**config.mk**
```make
export PLATFORM = sky130hd
export DESIGN_NAME = tug_scoreboard
export DESIGN_NICKNAME = d
export VERILOG_FILES = /design/src/rtl/tug_scoreboard.sv
export SDC_FILE = /design/constraint.sdc
export NUM_CORES = 1
export LEC_CHECK = 0
export ABC_AREA = 0
export BUFFER_PORTS_ARGS = -buffer_cell sky130_fd_sc_hd__buf_4
export CORE_UTILIZATION = 40
export DETAILED_ROUTE_END_ITERATION = 10
export SYNTH_ARGS = -nofsm -noshare
export SYNTH_HDL_FRONTEND = slang
export SYNTH_SLANG_ARGS = --single-unit
```
**constraint.sdc**
```tcl
create_clock -name Clock -period 5 [get_ports Clock]
set_clock_uncertainty 0.1 [all_clocks]
set_input_delay 0.5 -clock Clock [delete_from_list [all_inputs] [get_ports Clock]]
set_output_delay 0.5 -clock Clock [all_outputs]
set_load 0.005 [all_outputs]
```
**src/rtl/tug_scoreboard.sv**
```systemverilog
// Tug-of-war scoreboard: counts round wins, freezes the field between rounds, declares a champion.
// Latency: a win pulse sampled at a rising edge updates score/hex/fieldHold right after that edge.
// Backpressure: none; win pulses arriving while the field is held or the game is over are dropped.
//
// Ports:
//   Clock, Reset        - rising-edge clock, synchronous active-high reset
//   leftWin, rightWin   - one-cycle round-win pulses from the end field lights
//   roundReset          - one-cycle pulse clearing the field lights for the next round
//   fieldHold           - freezes field lights and player inputs while high
//   leftScore/rightScore- round-win counts (0..WIN_SCORE)
//   hexLeft/hexRight    - active-low 7-segment codes {g,f,e,d,c,b,a} of the scores
//   gameOver, champL/R  - game finished and which side won
module tug_scoreboard #(
  parameter int WIN_SCORE   = 7,
  parameter int HOLD_CYCLES = 4
) (
  input  logic       Clock,
  input  logic       Reset,
  input  logic       leftWin,
  input  logic       rightWin,
  output logic       roundReset,
  output logic       fieldHold,
  output logic [2:0] leftScore,
  output logic [2:0] rightScore,
  output logic [6:0] hexLeft,
  output logic [6:0] hexRight,
  output logic       gameOver,
  output logic       champL,
  output logic       champR
);

  typedef enum logic [1:0] {PLAY, HOLD, RRST, OVER} state_t;

  localparam logic [2:0] WIN_VAL   = 3'(WIN_SCORE);
  localparam logic [7:0] HOLD_LOAD = 8'(HOLD_CYCLES - 1);

  state_t     r_state;
  logic [7:0] r_holdCnt;
  logic [2:0] r_leftScore;
  logic [2:0] r_rightScore;
  logic       r_champL;
  logic       r_champR;
  logic       r_roundReset;
  logic       r_fieldHold;
  logic       r_gameOver;

  logic       w_oneWin;
  logic [2:0] w_leftNext;
  logic [2:0] w_rightNext;
  logic [2:0] w_newScore;
  logic       w_gameWon;

  // Simultaneous pulses cancel out, so only a lone pulse counts as a round win.
  assign w_oneWin    = leftWin ^ rightWin;
  // Scores in PLAY are always below WIN_SCORE (<= 6), so +1 cannot wrap.
  assign w_leftNext  = r_leftScore + 3'd1;
  assign w_rightNext = r_rightScore + 3'd1;
  assign w_newScore  = leftWin ? w_leftNext : w_rightNext;
  assign w_gameWon   = (w_newScore == WIN_VAL);

  // The hold window is HOLD_CYCLES cycles of fieldHold in total, the last of
  // which is the RRST cycle. The counter is loaded with HOLD_CYCLES-1 and the
  // FSM moves to RRST as the counter reaches 0, so HOLD itself lasts
  // HOLD_CYCLES-1 cycles; with HOLD_CYCLES==1 the counter starts at 0 and the
  // win goes straight to RRST.
  always_ff @(posedge Clock) begin
    if (Reset) begin
      r_state      <= PLAY;
      r_holdCnt    <= 8'd0;
      r_leftScore  <= 3'd0;
      r_rightScore <= 3'd0;
      r_champL     <= 1'b0;
      r_champR     <= 1'b0;
      r_roundReset <= 1'b0;
      r_fieldHold  <= 1'b0;
      r_gameOver   <= 1'b0;
    end else begin
      case (r_state)
        PLAY: begin
          if (w_oneWin) begin
            if (leftWin) r_leftScore  <= w_leftNext;
            else         r_rightScore <= w_rightNext;
            r_fieldHold <= 1'b1;
            if (w_gameWon) begin
              r_state    <= OVER;
              r_gameOver <= 1'b1;
              r_champL   <= leftWin;
              r_champR   <= rightWin;
            end else if (HOLD_CYCLES == 1) begin
              r_state      <= RRST;
              r_holdCnt    <= 8'd0;
              r_roundReset <= 1'b1;
            end else begin
              r_state   <= HOLD;
              r_holdCnt <= HOLD_LOAD;
            end
          end
        end
        HOLD: begin
          r_holdCnt <= r_holdCnt - 8'd1;
          if (r_holdCnt <= 8'd1) begin
            r_state      <= RRST;
            r_roundReset <= 1'b1;
          end
        end
        RRST: begin
          r_state      <= PLAY;
          r_holdCnt    <= 8'd0;
          r_roundReset <= 1'b0;
          r_fieldHold  <= 1'b0;
        end
        OVER: begin
          r_state <= OVER;
        end
        default: begin
          r_state      <= PLAY;
          r_roundReset <= 1'b0;
          r_fieldHold  <= 1'b0;
        end
      endcase
    end
  end

  function automatic logic [6:0] seg7(input logic [2:0] value);
    logic [6:0] code;
    code = 7'b1000000;
    case (value)
      3'd0: code = 7'b1000000;
      3'd1: code = 7'b1111001;
      3'd2: code = 7'b0100100;
      3'd3: code = 7'b0110000;
      3'd4: code = 7'b0011001;
      3'd5: code = 7'b0010010;
      3'd6: code = 7'b0000010;
      3'd7: code = 7'b1111000;
      default: code = 7'b1000000;
    endcase
    return code;
  endfunction

  assign roundReset = r_roundReset;
  assign fieldHold  = r_fieldHold;
  assign gameOver   = r_gameOver;
  assign champL     = r_champL;
  assign champR     = r_champR;
  assign leftScore  = r_leftScore;
  assign rightScore = r_rightScore;
  assign hexLeft    = seg7(r_leftScore);
  assign hexRight   = seg7(r_rightScore);

endmodule

```
==> Yosys cells after proc, flatten, opt, wreduce, memory -nomap -nowiden <==
Memories as Yosys holds them, arrays and structs flattened. A register that Yosys moved wholly into a read port is not among the register bits.
Cells that the tools add are included.
{ "totals": {"register_bits": 21, "rom_bits": 112, "input_bits": 4, "out_inout_bits": 25, "wordCells": 51, "mem_count": 2} }
{ "mem_list": {"columns": ["name", "words", "width", "read_ports", "rd_clocked_by_memory_dff", "write_ports", "line_no", "source"], "rows": [
  ["(no name shown)", 8, 7, 1, 1, 0, "127", "case (value)"],
  ["(no name shown)", 8, 7, 1, 1, 0, "127", null]
]} }
{ "op_classes": {"n_addsub": 3, "n_lt_le_gt_ge": 1, "n_eq_ne": 7, "muxes": 16, "bitwise_logic": 2, "n_reduce_logical": 11} }
{ "ops": {"columns": ["op", "n"], "rows": [
  ["$pmux W8 S3", 1],
  ["$mux W8", 2],
  ["$mux W3", 5],
  ["$reduce_and A3 Y1", 4],
  ["$le A8 B1 Y1 const B", 1],
  ["$pmux W2 S4", 1],
  ["$sub A8 B1 Y8 const B", 1],
  ["$add A3 B1 Y3 const B", 2],
  ["$mux W2", 3],
  ["$ne A2 B2 Y1 const B", 3],
  ["$reduce_and A2 Y1", 3],
  ["$eq A2 B2 Y1 const B", 2],
  ["$pmux W1 S2", 2],
  ["$reduce_bool A2 Y1", 2],
  ["$eq A3 B3 Y1 const B", 1],
  ["$reduce_bool A3 Y1", 1],
  ["$eq A2 B1 Y1 const B", 1],
  ["$logic_not A2 Y1", 1],
  ["$mux W1", 2],
  ["$not A1 Y1", 1],
  ["$xor A1 B1 Y1", 1]
]} }

==> Logic depth before layout (Yosys ltp) <==
{ "logic_depth": {"depth_word": 6, "mapped_depth": 10, "depth_no_buf": 9} }

==> Worst setup path before layout <==
OpenSTA, ideal clock, no wires.
{ "synth_timing": {"kind": "reg2reg", "startpoint": "reg r_state[0]", "endpoint": "reg, netlist name hexRight[3]", "t_arrival_ps": 1823, "setup_slack_ps": 2956, "path_stages_with_launch": 9, "path_buffers": 1, "path_cell_list": "dfxtp_1 > inv_1 > ha_1 > buf_2 > nand2_1 > xor2_1 > or2_2 > ha_1 > mux2_2"} }
{ "synth_via": {"elab_chain_cells": 4} }
{ "synth_lines": {"columns": ["item", "line_no", "source"], "rows": [
  ["start, declared", "37", "state_t r_state;"],
  ["start signal, assigned", "68", "r_state <= PLAY;"],
  ["start signal, assigned", "85", "r_state <= OVER;"],
  ["start signal, assigned", "90", "r_state <= RRST;"],
  ["$logic_not A2 Y1", "78", "case (r_state)"],
  ["$reduce_and A3 Y1 (no source line)", null, null],
  ["$mux W3 (no source line) (2 in series)", null, null]
]} }
No other way between the ends.
A chain may end at the register's enable or synchronous reset.

==> Worst setup path in the final report <==
{ "layout_timing": {"startpoint": "reg r_state[0]", "endpoint": "reg, netlist name hexRight[3]"} }
{ "layout_via": {"elab_chain_cells": 4} }
{ "layout_lines": {"columns": ["item", "line_no"], "rows": [
  ["$logic_not A2 Y1", "78"],
  ["$reduce_and A3 Y1 (no source line)", null],
  ["$mux W3 (no source line) (2 in series)", null]
]} }
No other way between the ends.

==> results.ini <==
[outcome]
status = finished, violations left
violations = DRC

[cells_and_area]
regArea_sq_um = 701
post-route-util_pct = 49.3
area_delta_synth_final_pct = 18.8
drive_above_1_share_pct = 21.4
finalNetCount = 258
diodes = 0
multi_input_area_sq_mm = 0.00102
fillers = 438

[global_route]
overflow = 0
antenna_found_initial = 0
grt_pass1_vias = 1385
grtUsageTotal_pct = 16.1
grt_pass1_wl_microns = 6130
grt_start_max_net_pins = 26

[setup_path]
rr_worst_depth = 7
r2r-start = r_state[0]
end_kind = flip-flop
critPathLaunch = r_state[0]
cp_max_fo = 10
worstSetupPathType = reg2reg
start_kind = flip-flop
crit_arrival_ns = 2.34
critPathRequiredTime_ns = 5.08

[floorplan]
die_w_microns = 69.2
start_util_pct = 41.5
rows = 24
die_h_microns = 69.2
coreArea_sq_mm = 0.00435
die-area_sq_mm = 0.00479
io_pins = 29

[route]
first_pass_iters = 7
met2WireLength_microns = 1520
wl_per_cell_microns = 12.2
viasPerCell = 4.98
ant_nets = 0
wirelength_met1_microns = 1770
drt_iter0_drc = 44
remaining_drc_errors = 1
wl_met3_microns = 132
num_vias = 1424
top_layer = met4
wirelength_microns = 3500

[yosys]
synth.yosys.seq_area_share_pct = 38.8
synth_top_cells_by_area = dfxtp_1 (39%), ha_1 (15%), nor2_1 (5.8%)
avgSynthCellArea_sq_um = 8.91
syn-cell-area_sq_mm = 0.00181
yosysTopAreaCell = dfxtp_1
syn_inst = 203
syn_nets = 228
yosysUniqueCellTypes = 36
yosysWarnings = 0
synth_top_area_share_pct = 38.8
synth-seq-cells = 35

[sta]
maxSlewHeadroom_pct = 65.8
rsz0062_at_grt = no
final.setup.tns_ns = 0
finalCritPeriodShare_pct = 45.2
layout_min_cycle_time_ns = 2.26
hold_viol = 0
fmax_mhz = 442
slew_viol_final = 0
tightest_slew_ns = 0.510
setup_viol = 0

[pwr]
swShare_pct = 39.1
internal_power_mw = 0.637
seqPwrFrac_pct = 36.4
p_clk_share_pct = 19.2
power.switching_mw = 0.409
p_leak_nw = 0.977
power_density_mw_per_mm2 = 487
vdd_drop_max_mv = 0.220
power_frac_comb_pct = 44.4
power.total_mw = 1.05

[clock_tree]
cts_setup_buffers = 0
cts_buffer_depth = 2
ctsHoldBuffers = 0
clock-sinks = 35
cts_root_buf = clkbuf_8
ctsResizeCount = 0
clkLatencyLatePin_ns = 0.29
clk_pin_slew_ns = 0.07
h-tree-depth = 2
cts_tree = yes
cts_buffers = 5

[hold_path]
min_delay_path_depth = 2
hold_path_class = reg2reg
hp-start = gameOver

[run]
maxCapViolCount = 0

[place]
gp_congestion = 0.776
hpwlAfterDp_microns = 2600
port-buffer-count = 28

## cell usage after synthesis
library cell / n
mux2i_1: 8
o31a_2: 1
or3_1: 2
nor2b_1: 1
nor4_1: 4
o31ai_4: 1
o31ai_1: 2
nor2_1: 28
o211ai_1: 1
o221a_2: 1
o21ai_0: 8
nand2_1: 12
a31oi_1: 1
a211o_1: 1
a2bb2oi_1: 1
dfxtp_1: 35
nand2b_1: 3
clkbuf_1: 4
or2_2: 2
a22oi_1: 1
nor3_1: 8
nor2_2: 1
ha_1: 21
a211oi_1: 2
mux2_2: 6
a21oi_2: 1
buf_2: 1
xor2_1: 5
xnor2_1: 1
nand2_2: 1
nand3_1: 4
or3_4: 1
a21oi_1: 14
a311oi_1: 1
inv_1: 17
and3_1: 2
## cells by family (layout without fill, tap and decap cells)
logic type | Yosys count | count (layout) | share of synthesized area, %
and+or+nand+nor | 69 | 69 | 17.8
AOI/OAI and AO/OA | 36 | 36 | 13.2
muxes | 14 | 14 | 8.17
buffers and inverters | 22 | 53 | 4.64
adders and majority gates | 21 | 21 | 14.5
DFF | 35 | 35 | 38.8
xor gates and xnor gates | 6 | 6 | 2.91
## area by class of cell
class,instances,share of cell area [%]
Clock inverter,2,0.582
Inverter,17,2.97
Multi-Input combinational cell,146,47.6
Timing Repair Buffer,28,9.78
Tap cell,52,3.03
Clock buffer,6,3.38
Sequential cell,35,32.6
## registers in the layout, summed over array words and instances, names as in the netlist
name / flops
fieldHold: 1
rightScore: 3
champR: 1
leftScore: 3
r_state: 2
hexLeft: 7
champL: 1
r_holdCnt: 8
gameOver: 1
hexRight: 7
roundReset: 1
## placed cells by master (no fill, tap or decap), types with 2 or more instances in the layout
| cell type | count |
|---|---|
| dfxtp_1 | 35 |
| or2_2 | 2 |
| clkbuf_8 | 5 |
| a211oi_1 | 2 |
| xor2_1 | 5 |
| and3_1 | 2 |
| o21ai_0 | 8 |
| a21oi_1 | 14 |
| ha_1 | 21 |
| nand2_1 | 12 |
| o31ai_1 | 2 |
| mux2_2 | 6 |
| nand2b_1 | 3 |
| buf_4 | 28 |
| mux2i_1 | 8 |
| nor3_1 | 8 |
| nor4_1 | 4 |
| nand3_1 | 4 |
| nor2_1 | 28 |
| inv_1 | 17 |
| or3_1 | 2 |
## metrics by stage
step	hold WS [ns]	setup WS [ns]	cell area, sq um	std cells
finish	0.383	2.74	2150	286
global route	0.416	2.56	2150	286
CTS	0.395	2.73	2150	286
detailed placement	0.365	2.73	2060	278
global placement	0.367	2.79	2060	278
floorplan	0.365	2.96	1810	203
## final timing paths
check | slack (ns) | end
max | 2.74 | hexRight[3]
max reg2reg | 2.74 | hexRight[3]
min reg2reg | 0.38 | gameOver
min | 0.38 | gameOver
## per-layer routing
| metal | up-vias | track usage, % |
|---|---|---|
| met3 | 5 | 5.09 |
| met2 | 22 | 24.8 |
| met1 | 645 | 20.5 |
| met4 | 0 | 7.48 |
| li1 | 752 | - |
| met5 | - | 0 |
## power by group through the flow
| stage | logic [mW] | clock network, mW | registers [mW] |
|---|---|---|---|
| 6_report | 0.465 | 0.201 | 0.381 |
| 5_1_grt | 0.522 | 0.219 | 0.390 |
| 4_1_cts | 0.467 | 0.208 | 0.381 |
| 3_5_place_dp | 0.462 | 0 | 0.386 |
| 3_3_place_gp | 0.463 | 0 | 0.385 |
| 2_1_floorplan | 0.348 | 0 | 0.377 |
## critical path: stages (launching register included)
cell and delay (ns):
dfxtp_1 0.33, inv_1 0.12, ha_1 0.37, nand2_1 0.15, xor2_1 0.17, or2_2 0.34, ha_1 0.31, mux2_2 0.26
Power figures use the tool's default switching activity.
